## config.mk

```make
export PLATFORM = sky130hd
export DESIGN_NAME = digit_display_driver
export DESIGN_NICKNAME = d
export VERILOG_FILES = /design/src/rtl/digit_display_driver.sv
export SDC_FILE = /design/constraint.sdc
export NUM_CORES = 1
export LEC_CHECK = 0
export BUFFER_PORTS_ARGS = -buffer_cell sky130_fd_sc_hd__buf_2
export CORE_MARGIN = 2
export CORE_UTILIZATION = 25
export CTS_BUF_LIST = sky130_fd_sc_hd__clkbuf_8
export CTS_CLUSTER_DIAMETER = 30
export DETAILED_ROUTE_END_ITERATION = 8
export PLACE_DENSITY = 0.4
export SKIP_CTS_REPAIR_TIMING = 1
export SYNTH_ARGS = -nofsm -noshare
export SYNTH_HDL_FRONTEND = slang
export SYNTH_SLANG_ARGS = --single-unit
```

## constraint.sdc

```tcl
create_clock -name clk -period 2.6 [get_ports clk]
set_input_delay 0.52 -clock clk [delete_from_list [all_inputs] [get_ports clk]]
set_output_delay 0.52 -clock clk [all_outputs]
set_load 0.02 [all_outputs]
```

## src/rtl/digit_display_driver.sv

```systemverilog
// Holds the two irrigation-mode digits in set/clear-dominant registers and
// scans them onto a shared common-anode 7-segment bus with dead-time blanking.
module digit_display_driver #(
  parameter int REFRESH_DIV = 50000,
  parameter int DEAD_CYCLES = 2
) (
  input  logic       clk,
  input  logic       rst_n,
  input  logic       A0SET,
  input  logic       A0Clear,
  input  logic       B0SET,
  input  logic       B0Clear,
  input  logic       A1SET,
  input  logic       A1Clear,
  input  logic       B1SET,
  input  logic       B1Clear,
  input  logic       C1SET,
  input  logic       C1Clear,
  input  logic       D1SET,
  input  logic       D1Clear,
  output logic [1:0] digit0,
  output logic [3:0] digit1,
  output logic [6:0] seg,
  output logic [1:0] an,
  output logic       changed
);

  // state      | meaning
  // SLOT0_DEAD | digit 0 slot, anodes off (blanking)
  // SLOT0_ON   | digit 0 driven, an = 10
  // SLOT1_DEAD | digit 1 slot, anodes off (blanking)
  // SLOT1_ON   | digit 1 driven, an = 01

  localparam int CW = (REFRESH_DIV > 1) ? $clog2(REFRESH_DIV) : 1;

  typedef enum logic [1:0] {SLOT0_DEAD, SLOT0_ON, SLOT1_DEAD, SLOT1_ON} scanState_t;

  scanState_t    scanState, scanStateNext;
  logic [CW-1:0] refreshCnt, refreshCntNext;
  logic [1:0]    digit0Next;
  logic [3:0]    digit1Next;

  function automatic logic [6:0] decodeSeg(input logic [3:0] value);
    case (value)
      4'd0:    decodeSeg = 7'b1000000;
      4'd1:    decodeSeg = 7'b1111001;
      4'd2:    decodeSeg = 7'b0100100;
      4'd3:    decodeSeg = 7'b0110000;
      4'd4:    decodeSeg = 7'b0011001;
      4'd5:    decodeSeg = 7'b0010010;
      4'd6:    decodeSeg = 7'b0000010;
      4'd7:    decodeSeg = 7'b1111000;
      4'd8:    decodeSeg = 7'b0000000;
      4'd9:    decodeSeg = 7'b0010000;
      default: decodeSeg = 7'b0000110;
    endcase
  endfunction

  // SET wins over Clear when both strobes arrive together.
  always_comb begin
    digit0Next = {B0SET, A0SET} | (digit0 & ~{B0Clear, A0Clear});
    digit1Next = {D1SET, C1SET, B1SET, A1SET}
               | (digit1 & ~{D1Clear, C1Clear, B1Clear, A1Clear});
  end

  always_ff @(posedge clk or negedge rst_n) begin
    if (!rst_n) begin
      digit0  <= '0;
      digit1  <= '0;
      changed <= 1'b0;
    end else begin
      digit0  <= digit0Next;
      digit1  <= digit1Next;
      changed <= ({digit1Next, digit0Next} != {digit1, digit0});
    end
  end

  always_comb begin
    refreshCntNext = (refreshCnt == CW'(REFRESH_DIV - 1)) ? '0 : refreshCnt + CW'(1);
    scanStateNext  = scanState;
    if (refreshCnt == CW'(REFRESH_DIV - 1)) begin
      scanStateNext = (scanState == SLOT0_ON || scanState == SLOT0_DEAD) ? SLOT1_DEAD : SLOT0_DEAD;
    end else if (refreshCntNext == CW'(DEAD_CYCLES)) begin
      case (scanState)
        SLOT0_DEAD: scanStateNext = SLOT0_ON;
        SLOT1_DEAD: scanStateNext = SLOT1_ON;
        default:    scanStateNext = scanState;
      endcase
    end
  end

  // Outputs are registered from the next state so an/seg line up with the slot.
  always_ff @(posedge clk or negedge rst_n) begin
    if (!rst_n) begin
      scanState  <= SLOT0_DEAD;
      refreshCnt <= '0;
      an         <= 2'b11;
      seg        <= 7'b1111111;
    end else begin
      scanState  <= scanStateNext;
      refreshCnt <= refreshCntNext;
      case (scanStateNext)
        SLOT0_ON: begin
          an  <= 2'b10;
          seg <= decodeSeg({2'b00, digit0});
        end
        SLOT1_ON: begin
          an  <= 2'b01;
          seg <= decodeSeg(digit1);
        end
        default: begin
          an  <= 2'b11;
          seg <= 7'b1111111;
        end
      endcase
    end
  end

endmodule
```

# Word-level counts from Yosys, hierarchy flattened

Memory sizes are Yosys's and may differ from the RTL's.
Index checks and enable logic that the tools add are counted.

Add/sub/neg operators: 1
Equal/unequal tests: 10
Multiplexer cells: 8
Bitwise logic cells: 6
Reduce and logical (&&, ||, !) cells: 3

Operators by type and width:

| kind                                                                    | count |
|---|---|
| 7-bit case mux with 4 select lines                                      | 1 |
| 16-bit by 1-bit adder with 16-bit output (second input constant)        | 1 |
| 16-bit equality test (second input constant)                            | 1 |
| 16-bit by 2-bit equality test with 1-bit output (second input constant) | 1 |
| 16-bit two-way mux                                                      | 1 |
| 7-bit case mux with 2 select lines                                      | 1 |
| 2-bit equality test (second input constant)                             | 4 |
| 2-bit case mux with 2 select lines                                      | 2 |
| 2-bit by 1-bit equality test with 1-bit output (second input constant)  | 3 |
| 2-bit two-way mux                                                       | 3 |
| 6-bit != test                                                           | 1 |
| 4-bit AND                                                               | 1 |
| 2-bit zero test                                                         | 2 |
| 4-bit inverter                                                          | 1 |
| 4-bit bitwise OR                                                        | 1 |
| 2-bit AND                                                               | 1 |
| 2-bit inverter                                                          | 1 |
| 2-bit bitwise OR                                                        | 1 |
| 1-bit logical OR                                                        | 1 |

Register bits after elaboration: 34
ROM bits: 112
Input port bits: 14
Output and inout port bits: 16
Word-level logic and storage cells: 36
Memories: 1

Memory list:

| name             | depth | bits a word | read ports | clocked after memory_dff | write ports | line | source |
|---|---|---|---|---|---|---|---|
| (name not given) | 16    | 7           | 1          | 0                        | 0           | 44   | `case (value)` |

# Longest topological paths before layout

Depth in word-level cells: 7
Mapped depth: 8
Depth with buffers taken out: 7

# Worst setup path after synthesis

No wires, ideal clock.

Kind: register -> register
From: reg refreshCnt[5]
To: reg scanState[0]
Library setup time: 0.067 ns
Arrival: 2.281 ns
Data required time: 2.533 ns
Slack: 0.252 ns
Stages on the path, launching flop included: 8
Buffers on the path: 1
Clock period less this slack: 2.348 ns
Path through: dfrtp_1 > buf_6 > or4b_4 > nor4_4 > nand2b_1 > mux2i_2 > o41ai_4 > and2_1

Longest elaborated chain between the ends: 5
Elaborated cells between the ends (all ways): 6
Classes of those cells: add/sub: 1; eq/ne: 2; mux: 3

Ends and longest elaborated chain:

| item                                                                                    | line | source |
|---|---|---|
| start: declaration                                                                      | 39   | `logic [CW-1:0] refreshCnt, refreshCntNext;` |
| start signal: assignment                                                                | 101  | `refreshCnt <= refreshCntNext;` |
| 16-bit by 1-bit adder with 16-bit output / 16-bit equality test (equally long branches) | 79   | `refreshCntNext = (refreshCnt == CW'(REFRESH_DIV - 1)) ? '0 : refreshCnt + CW'(1);` |
| 16-bit two-way mux (*)                                                                  | 79   |  |
| net refreshCntNext[15]                                                                  | 39   |  |
| 16-bit by 2-bit equality test with 1-bit output (*)                                     | 83   | `end else if (refreshCntNext == CW'(DEAD_CYCLES)) begin` |
| 2-bit two-way mux (*)                                                                   | 83   |  |
| 2-bit two-way mux (*)                                                                   | 81   | `if (refreshCnt == CW'(REFRESH_DIV - 1)) begin` |
| net scanStateNext[0]                                                                    | 38   | `scanState_t scanState, scanStateNext;` |
| end signal: assignment                                                                  | 100  | `scanState <= scanStateNext;` |
| end: declaration                                                                        | 38   |  |

Mark *: on every way through the listed nets, which the timed path passes. The rest lies on a longest branch.

# Final worst setup path

From: reg refreshCnt[0]
To: reg scanState[0]

Longest elaborated chain between the ends: 5
Elaborated cells between the ends (all ways): 6
Classes of those cells: add/sub: 1; eq/ne: 2; mux: 3

Ends and longest elaborated chain:

| item                                                                                    | line |
|---|---|
| 16-bit by 1-bit adder with 16-bit output / 16-bit equality test (equally long branches) | 79, 81 |
| 16-bit two-way mux                                                                      | 79 |
| 16-bit by 2-bit equality test with 1-bit output                                         | 83 |
| 2-bit two-way mux                                                                       | 83 |
| 2-bit two-way mux (*)                                                                   | 81 |
| net scanStateNext[0]                                                                    | 38 |

Marks and branches as above.

==> flow_summary_export.csv <==
group,metric,value,unit
placed_design,dp_hpwl,3250,microns
setup_path,slowest_stage,"or4_1",
route,wl_per_cell,13.3,microns
synth,synth_compound_area_share,12.4,%
route,via_per_inst,4.54,
global_route,antenna_found_initial,0,
synth,yosys_warnings,0,
placed_design,gp_congestion,0.790,
clock_network,clockRootBuffer,"clkbuf_8",
synth,syn-num-nets,222,
placed_design,place_ws,0.265,ns
setup_path,critPathKind,"flip-flop to flip-flop",
timing,hold_violations,0,
layout,stdcell_count,332,
timing,finalSetupViolCount,0,
power_and_ir_drop,cell_internal_pwr,0.968,mW
global_route,grt_overflow,0,
timing,period_share,89.3,%
clock_network,numCtsBuffers,5,
timing,whs,0.293,ns
layout,postLayoutCoreUtil,31.3,%
route,drt-total-wl,4420,microns
synth,postSynthCellCount,201,
die,core_area,7330,sq um
route,drtAntennaViolNets,0,
clock_network,cts_tree,"yes",
die,num_io_pins,30,
setup_path,r2r_end,"scanState[0]",
synth,syn_avg_cell_area,9.47,sq um
synth,ys_top_cells_by_area,"dfrtp_1, dfstp_2, ha_1",
setup_path,start_kind,"flip-flop",
clock_network,htree_levels,2,
timing,finClkSkew,0.00628,ns
setup_path,crit_chain,"ha_1, or4_1, a221oi_1, nand4_1, o41ai_4, buf_4, and2_1",
layout,final_nets,253,
global_route,grt_max_degree,35,
global_route,grt_util_all_layers,11.5,%
clock_network,clockBufferDepth,2,
power_and_ir_drop,p_sw,0.294,mW
route,first_pass_iters,4,
global_route,grt_pass1_vias,1496,
power_and_ir_drop,p_sw_share,23.3,%
timing,rsz0062_at_grt,"no",
synth,synth_top_area_share,32.9,%
timing,setup-tns-final,0,ns
die,die_x,91.3,microns
synth,synth-seq-cells,34,
synth,synthArstFlopShare,100,%
route,drt_iter0_drc,67,
setup_path,r2r-start,"refreshCnt[0]",
route,vias,1508,
synth,syn-cell-area,1900,sq um
setup_path,reg2reg_depth,7,
setup_path,cp_data_arrival_time,2.56,ns
die,die-height,91.3,microns
global_route,grt_pass1_wl,7580,microns
synth,synth_ff_type,"dfrtp_1",
timing,relSlewSlack,49.4,%
min_path,hold_class,"input pin to asynchronous set/reset pin",
power_and_ir_drop,seq_power_share,44.6,%
layout,drive_gt1_share,23.6,%
setup_path,endpoint_kind,"flip-flop",
clock_network,clock_latency,0.30,ns
timing,worst_slack,0.278,ns
synth,ys_types,46,
power_and_ir_drop,p_leak,1.08,nW
setup_path,rrSetupSlack,0.28,ns
route,drc_errors,0,
timing,maxSlewViolCount,0,
placed_design,post-place-cells,324,
synth,synthMuxAreaShare,1.78,%
setup_path,max_stage_delay,0.53,ns
clock_network,clkTransAtPathRegs,0.08,ns
layout,syn_to_final_growth,20.7,%
synth,synthXorXnorAreaFrac,6.90,%
synth,synth_top_family_by_area,"simple AND/OR/NAND/NOR gates",
timing,min_period,2.32,ns
setup_path,crit_buf_inv,1,
timing,tightest_slew,0.759,ns
synth,synth_area_leader_cell,"dfrtp_1",
synth,synth-seq-area-share,45.3,%
outcome,status,"complete, no violations",
placed_design,io_buffers,29,
job,maxCapViolCount,0,
timing,fmax,431,MHz
power_and_ir_drop,ir_drop,177,uV
synth,synth_fa_ha_area_share,4.60,%
synth,synth-edff-count,0,
layout,num_antenna_cells,0,
power_and_ir_drop,power.share.clock,47.3,%
setup_path,worstPathRequired,2.83,ns
power_and_ir_drop,pwr_density_cell,550,nW/um^2
synth,synth-simple-area-share,23.6,%
setup_path,critPathMaxFanout,10,
die,rows,31,
setup_path,crit_family,"simple AND/OR/NAND/NOR gates",
die,initial_core_util,26.0,%
die,die_area,8330,sq um
clock_network,cts.sinks,34,
power_and_ir_drop,combinationalPowerShare,8.1,%
flip-flops by register name, summed over array words and instances (netlist names):
register / count
seg: 7
digit0: 2
changed: 1
scanState: 2
an: 2
refreshCnt: 16
digit1: 4
stage by stage:
stage | area (sq um) | power, mW
3_3_place_gp | 2160 | 0.679
2_1_floorplan | 1900 | 0.629
4_1_cts | 2300 | 1.28
3_5_place_dp | 2160 | 0.678
6_report | 2300 | 1.26
5_1_grt | 2300 | 1.32
logic make-up after synthesis:
group | Yosys count
xor+xnor | 15
fa+ha+maj | 7
flops | 34
simple gates | 83
compound gates | 34
buf+inv | 25
mux | 3
power by group through the flow:
stage	sequential [mW]	clock [mW]	combinational [mW]
finish	0.563	0.597	0.102
global route	0.566	0.641	0.117
CTS	0.563	0.615	0.106
detailed placement	0.573	0	0.105
global placement	0.573	0	0.106
floorplan	0.584	0	0.0453
worst max-delay path by stage:
stage,start,to,cells past startpoint
floorplan,refreshCnt[5],scanState[0],7
global placement,refreshCnt[0],scanState[0],7
detailed placement,refreshCnt[0],scanState[0],7
CTS,refreshCnt[0],scanState[0],7
global route,refreshCnt[1],scanState[0],8
finish,refreshCnt[0],scanState[0],7
cells in the mapped netlist (5+ instances only):
master and n:
inv_1 16, ha_1 7, xnor2_1 6, a21oi_1 5, nor3_1 5, nand3_1 9, nand2_1 20, and3_1 6
o21ai_0 12, dfstp_2 9, dfrtp_1 25, xor2_1 9, nor2_1 17, clkbuf_1 7
final cells by class:
type,instances,area (sq um)
inverters,16,60.1
well taps,99,124
clock inverters,3,68.8
flip-flops and latches,34,862
fillers,775,5030
clock buffers,5,68.8
repair buffers,33,175
multi-input cells,142,938
placed cells by master, fill, tap and decap left out, types with 6 or more instances in the layout:
cell type  instances
and3_1             6
buf_2             29
dfrtp_1           25
dfstp_2            9
ha_1               7
inv_1             16
nand2_1           20
nand3_1            9
nor2_1            17
o21ai_0           12
xnor2_1            6
xor2_1             9
per-layer routing:
layer | vias up | global-route usage (%) | routed length [microns]
met1 | 708 | 16.7 | 2240
met5 | - | 0 | 0
met4 | 0 | 3.79 | 73
li1 | 761 | - | -
met2 | 34 | 16.4 | 1900
met3 | 5 | 3.15 | 205
Note: power is estimated with default switching activity, not from simulation.
